### src/rtl/udm_uart_pkg.sv
// Shared types and constants for the udm UART receive path.
package udm_uart_pkg;

    typedef enum logic [2:0] {
        IDLE,
        START,
        DATA,
        STOP,
        BREAK
    } uart_rx_state_t;

    // Smallest usable bit period; anything below leaves no room for a centre sample.
    localparam int unsigned MIN_DIV = 4;

endpackage

### src/rtl/udm_sync_bit.sv
// Two-flop synchroniser for a single asynchronous input bit.
module udm_sync_bit #(
    parameter logic RST_VAL = 1'b1
) (
    input  logic clk_i,
    input  logic arst_i,
    input  logic d_i,
    output logic q_o
);

    logic meta;

    always_ff @(posedge clk_i or posedge arst_i) begin
        if (arst_i) begin
            meta <= RST_VAL;
            q_o  <= RST_VAL;
        end else begin
            meta <= d_i;
            q_o  <= meta;
        end
    end

endmodule

### src/rtl/udm_uart_rx.sv
// UART 8N1 receiver for the udm debug module: start-bit glitch rejection,
// centre sampling, stop-bit check and a valid/ready byte output.
module udm_uart_rx
    import udm_uart_pkg::*;
#(
    parameter int unsigned DIV_WIDTH = 16,
    parameter int unsigned DATA_BITS = 8
) (
    input  logic                 clk_i,
    input  logic                 arst_i,
    input  logic                 rx_i,
    input  logic [DIV_WIDTH-1:0] clk_div_i,
    output logic [DATA_BITS-1:0] data_o,
    output logic                 valid_o,
    input  logic                 ready_i,
    output logic                 ferr_o,
    output logic                 overrun_o,
    output logic                 busy_o
);

    localparam int unsigned IDX_W = $clog2(DATA_BITS + 1);

    uart_rx_state_t         state_q, state_d;
    logic [DIV_WIDTH-1:0]   cnt_q, cnt_d;
    logic [DIV_WIDTH-1:0]   div_q, div_d;
    logic [IDX_W-1:0]       idx_q, idx_d;
    logic [DATA_BITS-1:0]   shreg_q, shreg_d;
    logic                   done_q, done_d;
    logic                   ferr_d;
    logic                   rxs;
    logic                   cnt_zero;
    logic [DIV_WIDTH-1:0]   div_eff;
    logic [DIV_WIDTH-1:0]   reload;

    udm_sync_bit #(
        .RST_VAL(1'b1)
    ) u_sync (
        .clk_i (clk_i),
        .arst_i(arst_i),
        .d_i   (rx_i),
        .q_o   (rxs)
    );

    assign div_eff  = (clk_div_i < DIV_WIDTH'(MIN_DIV)) ? DIV_WIDTH'(MIN_DIV) : clk_div_i;
    assign cnt_zero = (cnt_q == '0);
    assign reload   = div_q - DIV_WIDTH'(1);
    assign busy_o   = (state_q != IDLE);

    always_ff @(posedge clk_i or posedge arst_i) begin
        if (arst_i) begin
            state_q <= IDLE;
            cnt_q   <= '0;
            div_q   <= '0;
            idx_q   <= '0;
            shreg_q <= '0;
            done_q  <= 1'b0;
        end else begin
            state_q <= state_d;
            cnt_q   <= cnt_d;
            div_q   <= div_d;
            idx_q   <= idx_d;
            shreg_q <= shreg_d;
            done_q  <= done_d;
        end
    end

    always_comb begin
        state_d = state_q;
        cnt_d   = cnt_q;
        div_d   = div_q;
        idx_d   = idx_q;
        shreg_d = shreg_q;
        done_d  = 1'b0;
        ferr_d  = 1'b0;
        unique case (state_q)
            IDLE: begin
                // Divider is latched here so the half-bit count uses the new value.
                if (!rxs) begin
                    state_d = START;
                    div_d   = div_eff;
                    cnt_d   = (div_eff >> 1) - DIV_WIDTH'(1);
                end
            end
            START: begin
                if (cnt_zero) begin
                    if (rxs) begin
                        state_d = IDLE;
                    end else begin
                        state_d = DATA;
                        cnt_d   = reload;
                        idx_d   = '0;
                    end
                end else begin
                    cnt_d = cnt_q - DIV_WIDTH'(1);
                end
            end
            DATA: begin
                if (cnt_zero) begin
                    shreg_d = {rxs, shreg_q[DATA_BITS-1:1]};
                    cnt_d   = reload;
                    if (idx_q == IDX_W'(DATA_BITS - 1)) begin
                        state_d = STOP;
                    end else begin
                        idx_d = idx_q + IDX_W'(1);
                    end
                end else begin
                    cnt_d = cnt_q - DIV_WIDTH'(1);
                end
            end
            STOP: begin
                if (cnt_zero) begin
                    if (rxs) begin
                        state_d = IDLE;
                        done_d  = 1'b1;
                    end else begin
                        state_d = BREAK;
                        ferr_d  = 1'b1;
                    end
                end else begin
                    cnt_d = cnt_q - DIV_WIDTH'(1);
                end
            end
            BREAK: begin
                if (rxs) begin
                    state_d = IDLE;
                end
            end
            default: state_d = IDLE;
        endcase
    end

    // Output register: shreg_q is untouched until the next frame reaches DATA.
    always_ff @(posedge clk_i or posedge arst_i) begin
        if (arst_i) begin
            data_o    <= '0;
            valid_o   <= 1'b0;
            ferr_o    <= 1'b0;
            overrun_o <= 1'b0;
        end else begin
            ferr_o    <= ferr_d;
            overrun_o <= 1'b0;
            if (done_q) begin
                if (!valid_o || ready_i) begin
                    data_o  <= shreg_q;
                    valid_o <= 1'b1;
                end else begin
                    overrun_o <= 1'b1;
                end
            end else if (valid_o && ready_i) begin
                valid_o <= 1'b0;
            end
        end
    end

endmodule
### config.mk
export PLATFORM = sky130hd
export DESIGN_NAME = udm_uart_rx
export DESIGN_NICKNAME = d
export VERILOG_FILES = /design/src/rtl/udm_uart_pkg.sv /design/src/rtl/udm_sync_bit.sv /design/src/rtl/udm_uart_rx.sv
export SDC_FILE = /design/constraint.sdc
export NUM_CORES = 1
export LEC_CHECK = 0
export CAP_MARGIN = 20
export CORE_MARGIN = 3
export CORE_UTILIZATION = 40
export DETAILED_ROUTE_END_ITERATION = 6
export DONT_BUFFER_PORTS = 1
export SYNTH_ARGS = -nofsm -noshare
export SYNTH_HDL_FRONTEND = slang
export SYNTH_SLANG_ARGS = --single-unit
export TNS_END_PERCENT = 1
### constraint.sdc
create_clock -name clk_i -period 2.75 [get_ports clk_i]
set_input_delay 0.275 -clock clk_i [delete_from_list [all_inputs] [get_ports clk_i]]
set_output_delay 0.275 -clock clk_i [all_outputs]
set_load 0.01 [all_outputs]
; Word-level counts from Yosys, hierarchy flattened
; Cells that the tools add are included.
[classes]
order_cmp = 1
add_sub_neg = 4
eq_ne = 16
mux = 32
n_reduce_logical = 16
bitwise_logic = 1
[op_table]
columns = cell, n
row1 = 2-to-1 mux 16 bit, 6
row2 = one-hot mux 16 bit (4 select lines), 1
row3 = "subtractor 16 x 1 -> 16 bit, second input constant", 2
row4 = 2-to-1 mux 3 bit, 7
row5 = logical NOT 16 bit, 1
row6 = "less-than comparator 16 x 3 -> 1 bit, second input constant", 1
row7 = 2-to-1 mux 4 bit, 4
row8 = "!= test 2 bit, second input constant", 8
row9 = "subtractor 15 x 1 -> 16 bit, second input constant", 1
row10 = one-hot mux 3 bit (5 select lines), 1
row11 = 2-to-1 mux 1 bit, 11
row12 = one-hot mux 4 bit (2 select lines), 1
row13 = AND reduction 2 bit, 4
row14 = "equality test 3 x 2 -> 1 bit, second input constant", 2
row15 = AND reduction 6 bit, 1
row16 = AND reduction 5 bit, 1
row17 = "adder 4 x 1 -> 4 bit, second input constant", 1
row18 = "equality test 4 x 3 -> 1 bit, second input constant", 1
row19 = "!= test 2 x 1 -> 1 bit, second input constant", 2
row20 = AND reduction 4 bit, 1
row21 = nonzero test 2 bit, 2
row22 = nonzero test 4 bit, 1
row23 = "equality test 3 x 1 -> 1 bit, second input constant", 1
row24 = "equality test 3 bit, second input constant", 1
row25 = other kinds (8), 8
[word_totals]
elab_cells = 82
ff_bits = 61
output_inout_bits = 12
inputBits = 20

; Longest topological paths before layout
; Gate-level depths: netlist (run 1).
[depth]
depth_word = 5
ltp_mapped = 12
ltp_nobuf = 11

; Hierarchy
; From an unflattened synthesis (run 1), not the netlist that was laid out.
[hier_totals]
hier_cells = 396
hier_area_um2 = 3602.2
[modules_own_cells]
columns = module, area_each_um2, seq_area_each_um2, n_inst, cells_per_inst
row1 = udm_uart_rx, 3545.9, 1476.4, 1, 393
row2 = udm_sync_bit, 56.3, 52.6, 1, 3

; Worst setup path after synthesis (run 1)
; No wires, ideal clock.
[synth_path]
kind = input-to-reg
start = in clk_div_i[11]
end = reg cnt_q[14]
setup_slack_ps = -634
cell_stages = 11
path_buffers = 1
arrival_time_ps = 3258
setup_time_ps = 126
required_time_ps = 2624
cell_sequence = nor4_1 -> nand3_1 -> o31ai_1 -> ha_1 -> or3b_2 -> clkbuf_1 -> or2_2 -> nor3_1 -> xnor2_1 -> o32ai_1 -> a221o_1
[synth_between]
elab_chain_len = 5
[synth_rtl]
columns = item, line
row1 = "start, declared", udm_uart_rx.sv:12  ; input logic [DIV_WIDTH-1:0] clk_div_i,
row2 = less-than comparator 16 x 3 -> 1 bit, udm_uart_rx.sv:44  ; assign div_eff = (clk_div_i < DIV_WIDTH'(MIN_DIV)) ? DIV_WIDTH'(MIN_DIV) : clk_div_i;
row3 = 2-to-1 mux 16 bit *, udm_uart_rx.sv:44
row4 = subtractor 15 x 1 -> 16 bit *, udm_uart_rx.sv:81  ; cnt_d = (div_eff >> 1) - DIV_WIDTH'(1);
row5 = 2-to-1 mux 16 bit *, udm_uart_rx.sv:78  ; if (!rxs) begin
row6 = one-hot mux 16 bit (4 select lines) *, udm_uart_rx.sv:75  ; unique case (state_q)
row7 = "end signal, assigned", udm_uart_rx.sv:59  ; cnt_q <= cnt_d;
row8 = "end, declared", udm_uart_rx.sv:24  ; logic [DIV_WIDTH-1:0] cnt_q, cnt_d;
; Mark *: on every way between the ends. The rest lies on a longest branch, timed or not. The select of a mux whose other input is x is not followed.
; A chain may end at the register's enable or synchronous reset.

; Final worst setup path (run 1)
[layout_path]
start = reg cnt_q[0]
end = reg cnt_q[15]
[layout_between]
elab_chain_len = 3
word_cells_on_any_way = 9
cone_classes = add/sub: 1 / eq/ne: 2 / mux: 4 / reduce/logical: 2
[layout_rtl]
columns = item, line
row1 = subtractor 16 x 1 -> 16 bit or logical NOT 16 bit (tied branches), -
row2 = "2-to-1 mux 16 bit, or another cell as far along", udm_uart_rx.sv:111  ; if (cnt_zero) begin
row3 = one-hot mux 16 bit (4 select lines) or AND reduction 4 bit (tied branches), -
; Parallel ways exist; a longest one is shown, timed or not. The select of a mux whose other input is x is not followed.

==> results of run 1 <==
==> area by class of cell <==
type	instances	area share [%]
clock buffers	9	2.95
clock inverters	7	1.79
repair buffers	33	6.02
inverters	8	0.715
flip-flops and latches	61	36.4
multi-input cells	320	48.9
well taps	108	3.22
==> cell families after synthesis <==
kind of cell	Yosys count
AOI/OAI and AO/OA	91
xor gates and xnor gates	23
adders and majority gates	5
buffers and inverters	24
DFF	61
muxes	20
and+or+nand+nor	181
==> registers in the layout, summed over array words and instances, names as in the netlist, 3 cells and up <==
| signal | flops |
|---|---|
| div_q | 16 |
| state_q | 3 |
| data_o | 8 |
| idx_q | 4 |
| cnt_q | 16 |
| shreg_q | 8 |
==> worst paths after layout <==
check / start / endpoint / slack, ps / cells past startpoint
max: cnt_q[0] / cnt_q[15] / 230 / 7
min: clk_div_i[3] / div_q[3] / 40 / 2
max reg2reg: cnt_q[0] / cnt_q[15] / 230 / 7
min reg2reg: u_sync.meta / u_sync.q_o / 360 / 0
max in group asynchronous: arst_i / cnt_q[10] / 1870 / 3
min in group asynchronous: arst_i / data_o[5] / 430 / 3
==> power breakdown <==
part / leakage, nW / switching, mW / internal [mW] / total (mW)
Clock: 0.0918 / 0.392 / 0.421 / 0.813
Sequential: 0.770 / 0.149 / 0.997 / 1.15
Combinational: 0.894 / 0.223 / 0.189 / 0.412
==> worst max-delay path, delay by kind of cell, from the launching register on <==
family | cells | cell delay [ps]
flops | 1 | 400
fa+ha+maj | 1 | 180
buf+inv | 1 | 110
simple gates | 3 | 1250
compound gates | 2 | 510
==> routing by layer <==
metal  vias up  GRT usage, %
met4         0          7.26
met2        82          31.3
li1       1537             -
met5         -             0
met1      1510          28.6
met3        12          4.91
==> per-stage QoR <==
step           util [%]  setup TNS (ps)  hold slack [ps]  total power [mW]
6_report           47.9               0             37.8              2.37
3_5_place_dp       45.4           -27.6              233              1.56
5_1_grt            47.9               0             24.2              2.52
4_1_cts            47.9               0             28.4              2.38
3_3_place_gp       45.4               0              225              1.55
2_1_floorplan         -            -139              279              1.45
==> synth_stat cells (2+ instances only) <==
library cell  count  area [um2]
nor4b_1           2        17.5
xnor2_1          13         114
nor4_1            8        50.1
nor4_4            2        42.5
a221oi_1          3        26.3
dfrtp_1          59        1480
o31ai_1           5        37.5
inv_1             8        30.0
and3_1            2        12.5
mux2_2           18         203
or2_2             2        12.5
o32ai_1           3        26.3
mux2i_1           2        20.0
nor3b_1           5        37.5
buf_2             4        20.0
nor2_1           31         116
ha_1              5        62.6
or4_1             4        30.0
nor2b_1           4        25.0
o21ai_0          31         155
a211oi_1          5        37.5
o221ai_1          3        26.3
nand3_1          10        50.1
nand3b_1          2        15.0
nand2_1          71         267
nand2b_1          2        12.5
or3_1             9        56.3
nor3_1           15        75.1
nand4_1           5        31.3
clkbuf_1         10        37.5
o22ai_1           5        31.3
dfstp_2           2        52.6
a21oi_1          19        95.1
xor2_1           10        87.6
a22o_1            3        26.3
o21ai_1           2        10.0
==> results.md, run 1 <==
Synth:
- The fraction of synthesis flops using an asynchronous set or reset pin is 100%.
- The post-synthesis area per instance is 8.94 um2.
- The share of the Yosys chip area taken by registers is 42.2%.
- The count of flip-flops with a built-in enable after synthesis is 0.
- After synthesis, the largest family of logic cells by area is simple AND/OR/NAND/NOR gates.
- Synthesis produced a netlist with a net count of 430.
- The fraction of synthesized cell area in xor and xnor cells is 5.57%.
- The synthesized netlist devotes 25.4% of its cell area to simple gates.
- The number of distinct library cell variants in the gate-level netlist after synthesis is 57.
- Synthesis inferred 61 register bits.
- Synthesis produced a netlist whose cell count is 405.
- The mux share of post-synthesis cell area is 6.15%.
- After synthesis the cells add up to 0.00362 mm2.
- The most used flip-flop cell after synthesis is dfrtp_1.
- The count of warnings emitted by yosys is 0.
- Summing the areas of all compound-gate instances in the mapped netlist gives 16.0% of the synthesized area.
- The adder-cell share of the synthesized area is 1.73%.

Placement:
- Prior to clock tree synthesis, the placed netlist has a worst setup slack of -27.6 ps.
- Including well taps, the total number of placed cells is 528.
- The quantity of I/O buffers inserted on ports is 0.
- The half-perimeter wire length of the detailed placement result is 7210 um.
- At the end of routability-driven placement, the weighted congestion stood at 0.877.
- The cell area after placement is 0.00398 mm2.

Floorplan:
- During I/O placement, the number of pins put on the boundary was 32.
- From bottom edge to top edge, the die measures 101 um.
- The effective utilization at floorplan is 41.3%.
- The core footprint is 0.00876 mm2.
- From left edge to right edge, the die measures 101 um.
- The floorplan die area is 0.0102 mm2.
- The total number of placement rows is 34.

Detailed routing:
- In the detailed route, the total length drawn on met3 is 548 um.
- For this block, the routed nets add up to 9570 um of wire.
- After detailed routing, the average wire length per cell comes to 17.5 um.
- In this run the remaining antenna-violating nets after routing total 0.
- Using the TritonRoute via totals, the vias-per-cell ratio works out to 5.75.
- For this block, the initial DRC count from the detailed router was 381.
- The first-pass detailed-route iteration total is 6.
- The post-route met1 wirelength is 4410 um.
- After detailed routing, the number of remaining DRC violations is 0.
- The routed design uses 4460 um of met2 wire.
- The number of vias in the routed layout is 3141.
- Signal routing reaches up to met4.

Worst setup path:
- The signal on the critical path passes through inv_1, ha_1, or4b_2, nor4_4, nand2_1, a32o_1, a211oi_1.
- The endpoint required time on the critical path is 3010 ps.
- The maximum fanout along the worst path is 5.
- The largest single stage delay on the critical path is 700 ps.
- The kind of start point of the critical path is a flip-flop.
- The largest individual stage delay along the critical path comes from the cell or4b_2.
- At the worst endpoint, the arrival time is 2780 ps.
- The type of element capturing the critical path is a flip-flop.
- The critical path in this run is classified as flip-flop to flip-flop.

Clocking:
- The post-CTS setup-driven buffer insertion count is 0.
- The hold-fix buffer count after cts is 2.
- The H-tree depth is 3.
- The clock latency on the worst-skew pair is 350 ps.
- Counting every sink on the clock net gives 61.
- The clock-pin transition on the worst setup and hold timing paths is 80 ps.
- The number of clock buffers added by TritonCTS is 9.
- The clock root buffer is clkbuf_8.
- The post-cts resize count is 0.
- The clock tree from TritonCTS is built.
- The longest clock path from root to sink contains 2 buffers.

Global routing:
- The largest net degree at the start of global routing is 38.
- The total routing resource utilization after global routing is 20.5%.
- The number of global-route vias before repair was 3194.
- The initial antenna violation count was 0.
- The first-pass GRT wire length is 16400 um.
- Summed over all layers, the global routing overflow is 0.

Final layout:
- In the final layout, the multi-input gates occupy 0.00205 mm2.
- The number of fill cells in the layout is 834.
- Across the whole layout, storage elements account for 0.00153 mm2.
- The relative area change from synthesis to final layout is 16.0%.
- The library cells used most frequently in the layout, excluding fill and tap cells, are nand2_1, dfrtp_1, nor2_1, o21ai_0, buf_4.
- The library cell used most frequently in the layout, excluding fill and tap cells, is nand2_1.
- The post-route standard cell area excluding fillers is 0.00420 mm2.
- The net count of the finished layout is 458.
- The count of antenna diodes in the layout is 0.
- The final non-filler cell total is 546.
- Of the cells placed in the final design, the portion with a size suffix greater than 1 is 19.6%.

STA:
- The number of slew-limit violations in the final report is 0.
- The worst slew slack as a fraction of its limit is 61.9%.
- The share of the cycle needed by the critical path after routing is 91.8%.
- The final worst slack is 226 ps.
- The hold violation total from the final report is 0.
- Subtracting the final worst setup slack from the clock period gives 2520 ps.
- Setup violations remaining at the end of the flow were counted as 0.
- Setup repair after global routing left no endpoint under its margin.
- Timing would allow up to 0.396 GHz.
- The transition time at the pin with the least slew margin is 569 ps.
- On the final layout, the worst clock skew is 10.9 ps.

Min path:
- The path class of the lowest-slack min-delay path is input pin to flip-flop.

Power:
- Across the VDD grid, the largest voltage drop is 0.363 mV.
- In this run the static leakage power is 1.76 nW.
- The total power density per cell area is 565 mW/mm2.

Run status:
- The flow ran to the end, and the final reports show no timing, DRC or antenna violations.

Job:
- The max-cap violation count is 0.
Power figures use the tool's default switching activity.
==> run 2, diff against run 1 <==
--- a/config.mk
+++ b/config.mk
@@ -10,6 +10,7 @@
 export CORE_UTILIZATION = 40
 export DETAILED_ROUTE_END_ITERATION = 6
 export DONT_BUFFER_PORTS = 1
+export SKIP_CTS_REPAIR_TIMING = 1
 export SYNTH_ARGS = -nofsm -noshare
 export SYNTH_HDL_FRONTEND = slang
 export SYNTH_SLANG_ARGS = --single-unit
==> constraint.sdc (replaced) <==
create_clock -name clk_i -period 3.04 [get_ports clk_i]
set_input_delay 0.304 -clock clk_i [delete_from_list [all_inputs] [get_ports clk_i]]
set_output_delay 0.304 -clock clk_i [all_outputs]
set_load 0.01 [all_outputs]
==> results.md, run 2 (same netlist as run 1, synthesis figures left out) <==
STA:
- The setup-violating endpoint count in the final report is 0 (unchanged).
- The worst slew slack as a fraction of its limit is 44.0% (-18 points).
- The share of the cycle needed by the critical path after routing is 89.8%.
- The worst-case hold slack came to -1.97 ps (-39.8 ps).
- Setup repair after global routing left no endpoint under its margin.
- The setup TNS was 0 ps (unchanged).
- The final worst slack came to 309 ps (+83.2 ps).
- For this run, the top clock speed supported by timing is 0.366 GHz.
- The hold violation total from the final report was 2 (+2).
- The worst clock skew on the final layout is 11.0 ps (+0.0572 ps).
- The number of slew-limit violations in the final report was 0 (unchanged).
- The worst path in the final design needs a cycle of 2730 ps, including I/O delays and setup.
- The transition time at the pin with the least slew margin came to 837 ps (+268 ps).

Clocking:
- The clock latency on the worst-skew pair came to 350 ps (about the same).
- The clock-pin transition on the worst setup and hold timing paths came to 80 ps (about the same).
- The number of buffers created by CTS is 9 (unchanged).
- TritonCTS built the clock tree.
- The TritonCTS sink count is 61 (unchanged).
- The H-tree depth is 3 (unchanged).
- The clock root buffer is clkbuf_8.
- The maximum clock path buffer count was 2 (unchanged).

Placement:
- The setup slack at placement was -47.4 ps (-19.9 ps).
- The half-perimeter wire length of the detailed placement result is 7110 um (-1.3%).
- The global placement routability congestion is 0.903 (+3.0%).
- The quantity of I/O buffers inserted on ports came to 0 (unchanged).
- The cell total after placement is 520 (-1.5%).

Worst setup path:
- Among all stages on the critical path, the largest delay is contributed by or3b_2.
- The setup slack of the most critical reg-to-reg path is 360 ps (+130 ps).
- The maximum fanout along the worst path came to 4 (-1).
- The kind of start point of the critical path is an input pin.
- The class of the most critical setup path is input pin to flip-flop.
- The endpoint of the most critical register-to-register path is div_q[1].
- The reg-to-reg critical path startpoint is cnt_q[0].
- Walking the worst path, the cells encountered are nor4_2, nand3_2, o31ai_4, ha_1, or3b_2, or2_2, nor3_1, xnor2_1, o32ai_1, a221o_1.
- The depth of the worst register-to-register path is 8 (+1).
- The endpoint required time on the critical path is 3270 ps (+260 ps).
- The data arrival time of the critical path is 2960 ps (+180 ps).
- The largest stage delay on the critical path came to 460 ps (-240 ps).
- The worst setup path is captured at a flip-flop.

Global routing:
- The first-pass GRT wire length is 16100 um (-1.9%).
- The largest net degree at the start of global routing came to 42 (+11%).
- The aggregate global routing overflow is 0 (unchanged).
- The initial antenna violation count is 0 (unchanged).
- The total routing resource utilization after global routing is 20.0% (-0.50 points).
- The number of global-route vias before repair was 3145 (-1.5%).

Detailed routing:
- The violation count after the first detailed-route iteration is 289 (-24%).
- The average detailed-routed wire length per instance came to 17.6 um (+0.39%).
- The first-pass detailed-route iteration total is 4 (-2).
- The post-detailed-route count of antenna-violating nets is 0 (unchanged).
- The number of design rule violations left after detail routing is 0 (unchanged).
- The sum of routed wire length over all layers is 9450 um (-1.3%).
- The via count normalized by instance count came to 5.80 (+0.87%).
- The number of vias in the routed layout is 3116 (-0.80%).

Job:
- The max-cap violation count is 0 (unchanged).

Floorplan:
- The effective utilization at floorplan is 41.3% (unchanged).
- The vertical die dimension is 101 um (unchanged).
- The number of I/O pins is 32 (unchanged).
- The total number of placement rows is 34 (unchanged).
- The core footprint is 0.00876 mm2 (unchanged).
- The die span in x was 101 um (unchanged).
- The floorplan die area is 0.0102 mm2 (unchanged).

Min path:
- The path class of the lowest-slack min-delay path is input pin to async pin.

Final layout:
- The net total in the final layout is 449 (-2.0%).
- The final non-filler cell total came to 537 (-1.6%).
- The largest registers in the layout are cnt_q: 16 flops, div_q: 16 flops.
- The count of antenna diodes in the layout is 0 (unchanged).
- The relative area change from synthesis to final layout is 13.2%.
- The library cell used most frequently in the layout, excluding fill and tap cells, is nand2_1.
- In the layout the commonest cells are nand2_1, dfrtp_1, nor2_1, o21ai_0, buf_4.
- The fraction of layout cells with a size suffix above 1 came to 17.7% (-1.9 points).

Run status:
- The flow ran to the end, but the final reports show violations.
- The checks that failed: hold timing.

Power:
- The highest ir drop seen on vdd was 0.236 mV (-35%).
- The total design power was 2.06 mW (-13%).
- The total leakage power is 1.71 nW (-2.9%).
- The total power density per cell area came to 503 mW/mm2 (-11%).
## run 2: per-layer routing
layer / GRT usage (%) / vias to the layer above / part of all wire (%)
met2: 30.7 / 76 / 48
met4: 8.69 / 0 / 2.2
met1: 27.4 / 1510 / 46
met5: 0 / - / 0
li1: - / 1512 / -
met3: 4.15 / 18 / 4.6
## run 2: cell type report
cell class | instances | area (um2)
Clock buffer | 9 | 124
Clock inverter | 7 | 58.8
Sequential cell | 61 | 1530
Timing Repair Buffer | 24 | 183
Fill cell | 838 | 4660
Tap cell | 108 | 135
Multi-Input combinational cell | 320 | 2040
Inverter | 8 | 30.0
## run 2: worst max path at each step
stage / start / depth (start not counted) / endpoint / slack (ps)
after global placement: clk_div_i[13] / 10 / cnt_q[14] / 30
final: clk_div_i[13] / 10 / cnt_q[14] / 310
after global routing: cnt_q[0] / 9 / div_q[7] / 80
after floorplan: clk_div_i[10] / 11 / cnt_q[14] / 20
after detailed placement: clk_div_i[13] / 10 / cnt_q[14] / -50
after CTS: clk_div_i[13] / 10 / cnt_q[14] / 320
## run 2: critical path: cells and delay by family
family	cells	cell delay, ps
XOR/XNOR	1	160
adder cells (fa/ha/maj)	1	190
AND/OR/NAND/NOR	5	1640
AO/OA/AOI/OAI	3	660
## run 2: where the power goes
part	internal [mW]	switching (mW)	total [mW]	leakage, nW
Sequential	0.901	0.133	1.03	0.770
Clock	0.305	0.366	0.670	0.0864
Combinational	0.160	0.198	0.358	0.849
Total	1.37	0.696	2.06	1.71
## run 2: through the flow
step,area [um2],util [%],hold slack [ps]
floorplan,3670,-,308
detailed placement,3910,44.6,309
CTS,4090,46.7,-59.6
global route,4100,46.8,55.1
global placement,3910,44.6,309
finish,4100,46.8,-1.97
==> run 3, diff against run 2 <==
--- a/config.mk
+++ b/config.mk
@@ -6,10 +6,14 @@
 export NUM_CORES = 1
 export LEC_CHECK = 0
 export CAP_MARGIN = 20
+export CELL_PAD_IN_SITES_DETAIL_PLACEMENT = 2
+export CELL_PAD_IN_SITES_GLOBAL_PLACEMENT = 2
 export CORE_MARGIN = 3
 export CORE_UTILIZATION = 40
 export DETAILED_ROUTE_END_ITERATION = 6
 export DONT_BUFFER_PORTS = 1
+export PLACE_DENSITY_LB_ADDON = 0.1
+export SETUP_SLACK_MARGIN = 0.1
 export SKIP_CTS_REPAIR_TIMING = 1
 export SYNTH_ARGS = -nofsm -noshare
 export SYNTH_HDL_FRONTEND = slang
==> results.md, run 3 (same netlist as run 1, synthesis figures left out) <==
Detailed routing:
- The sum of routed wire length over all layers is 12400 um (+31%).
- The violation count after the first detailed-route iteration is 91 (-69%).
- The post-detailed-route count of antenna-violating nets is 0 (unchanged).
- The first-pass detailed-route iteration total is 4 (unchanged).
- The via count normalized by instance count is 6.08 (+4.8%).
- The number of vias in the routed layout came to 3259 (+4.6%).
- The number of design rule violations left after detail routing came to 0 (unchanged).
- The average detailed-routed wire length per instance is 23.2 um (+32%).

Floorplan:
- The effective utilization at floorplan is 41.3% (unchanged).
- The core footprint is 0.00876 mm2 (unchanged).
- The die span in x is 101 um (unchanged).
- The vertical die dimension is 101 um (unchanged).
- The number of I/O pins was 32 (unchanged).
- The floorplan die area is 0.0102 mm2 (unchanged).
- The total number of placement rows is 34 (unchanged).

Worst setup path:
- The reg-to-reg critical path startpoint is div_q[0].
- The maximum fanout along the worst path is 5 (+1).
- STA classifies the critical path startpoint as a flip-flop.
- The worst register-to-register path ends at cnt_q[15].
- The depth of the worst register-to-register path is 6 (-2).
- STA classifies the critical path endpoint as a flip-flop.
- The data arrival time of the critical path was 2940 ps (-20 ps).
- The setup slack of the most critical reg-to-reg path came to 350 ps (about the same).
- The worst setup path startpoint is div_q[0].
- The endpoint required time on the critical path came to 3290 ps (+20 ps).
- The end of the critical path is cnt_q[15].
- The critical path in this run is classified as flip-flop to flip-flop.

Placement:
- The half-perimeter wire length of the detailed placement result was 8840 um (+24%).
- The setup slack at placement is 84.9 ps (+132 ps).
- The cell area after placement is 0.00390 mm2 (-0.26%).
- The quantity of I/O buffers inserted on ports is 0 (unchanged).
- The global placement routability congestion came to 0.857 (-5.0%).

Power:
- The total power density per cell area came to 524 mW/mm2 (+4.1%).
- The portion of total power attributed to combinational logic came to 19.0% (+1.7 points).
- The net load switching power was 779 uW (+12%).
- The total leakage power is 1.71 nW (+0.51%).
- The highest ir drop seen on vdd is 0.260 mV (+10%).
- The clock group share of total power is 32.7% (+0.2 points).
- The share of power burned in registers is 48.3% (-1.8 points).
- The internal power component was 1.38 mW (+1.0%).
- The net switching fraction of the power is 36.1% (+2.3 points).

Final layout:
- The library cell used most frequently in the layout, excluding fill and tap cells, is nand2_1.
- Leaving out fill and tap cells, the most frequent cells in the layout are nand2_1, dfrtp_1, nor2_1, o21ai_0, buf_4.
- The largest registers in the layout are cnt_q: 16 flops, div_q: 16 flops.
- The fraction of layout cells with a size suffix above 1 is 18.0% (+0.28 points).
- The net total in the final layout is 448 (-0.22%).
- The count of antenna diodes in the layout came to 0 (unchanged).
- The post-route standard cell area excluding fillers is 0.00412 mm2 (+0.61%).
- The utilization after layout is 47.1% (+0.29 points).
- The area growth from synthesis to layout is 13.9%.

Job:
- The max-cap violation count is 0 (unchanged).

Clocking:
- The number of buffers created by CTS is 9 (unchanged).
- The clock latency on the worst-skew pair is 360 ps (about the same).
- TritonCTS built the clock tree.
- The clock-pin transition on the worst setup and hold timing paths is 80 ps (about the same).
- The TritonCTS sink count is 61 (unchanged).
- The H-tree depth is 3 (unchanged).
- The maximum clock path buffer count is 2 (unchanged).
- The clock root buffer is clkbuf_8.

STA:
- The worst slew slack as a fraction of its limit is 40.3% (-3.7 points).
- The final period demand of the worst path is 2690 ps (-37.2 ps).
- The share of the cycle needed by the critical path after routing was 88.6% (-1.2 points).
- The worst clock skew on the final layout was 10.3 ps (-0.706 ps).
- Setup repair after global routing left no endpoint under its margin.
- The number of slew-limit violations in the final report came to 0 (unchanged).
- The final worst slack is 346 ps (+37.2 ps).
- The setup TNS is 0 ps (unchanged).
- The setup-violating endpoint count in the final report is 0 (unchanged).
- The transition time at the pin with the least slew margin was 887 ps (+50.0 ps).
- The maximum clock rate came to 0.371 GHz (+1.4%).
- The hold violation total from the final report is 0 (-2).

Global routing:
- The initial antenna violation count was 0 (unchanged).
- The first-pass GRT wire length is 19900 um (+24%).
- The number of global-route vias before repair came to 3537 (+12%).
- The total routing resource utilization after global routing was 25.5% (+5.5 points).
- The aggregate global routing overflow is 0 (unchanged).
- The largest net degree at the start of global routing was 48 (+14%).

Run status:
- The run finished with clean final reports.

Min path:
- The path class of the lowest-slack min-delay path is input pin to flip-flop.
==> run 3: how the worst min path moves through the flow <==
stage | from | endpoint | slack [ps] | cells after the start
finish | clk_div_i[12] | div_q[12] | 50 | 2
global route | clk_div_i[12] | div_q[12] | 50 | 2
CTS | rx_i | u_sync.meta | -80 | 0
detailed placement | rx_i | u_sync.meta | 310 | 0
global placement | rx_i | u_sync.meta | 310 | 0
floorplan | rx_i | u_sync.meta | 310 | 0
==> run 3: layout make-up <==
| type | instances | area (um2) |
|---|---|---|
| multi-input combinational | 320 | 2060 |
| clock inverter | 7 | 57.6 |
| clock buffer | 9 | 124 |
| inverter | 8 | 30.0 |
| sequential | 61 | 1530 |
| tap | 108 | 135 |
| fill | 969 | 4640 |
| timing repair buffer | 23 | 190 |
==> run 3: layer usage <==
metal	GRT usage [%]	wire, um	vias to the layer above
li1	-	-	1508
met1	35.9	5780	1679
met2	41.0	6100	57
met3	3.60	386	15
met4	7.16	153	0
met5	0	0	-
==> run 3: metrics by stage <==
stage	cells	total power [mW]	hold WS (ps)
floorplan	405	1.32	308
global placement	517	1.42	309
detailed placement	517	1.45	309
CTS	533	2.16	-76.3
global route	536	2.27	46.6
finish	536	2.16	48.2
==> run 3: critical path, cell delays in order, from the launching register on <==
cell and delay, ps:
dfrtp_1 440, nor4_1 800, nand2_1 290, nor3_1 330
xnor2_1 180, a32o_1 300, a211oi_1 250
==> run 3: power by group through the flow <==
| stage | Clock, mW | Combinational, mW | Sequential, mW |
|---|---|---|---|
| after floorplan | 0 | 0.336 | 0.980 |
| after global placement | 0 | 0.374 | 1.04 |
| after detailed placement | 0 | 0.398 | 1.05 |
| after CTS | 0.721 | 0.401 | 1.04 |
| after global routing | 0.752 | 0.455 | 1.06 |
| final | 0.706 | 0.411 | 1.04 |
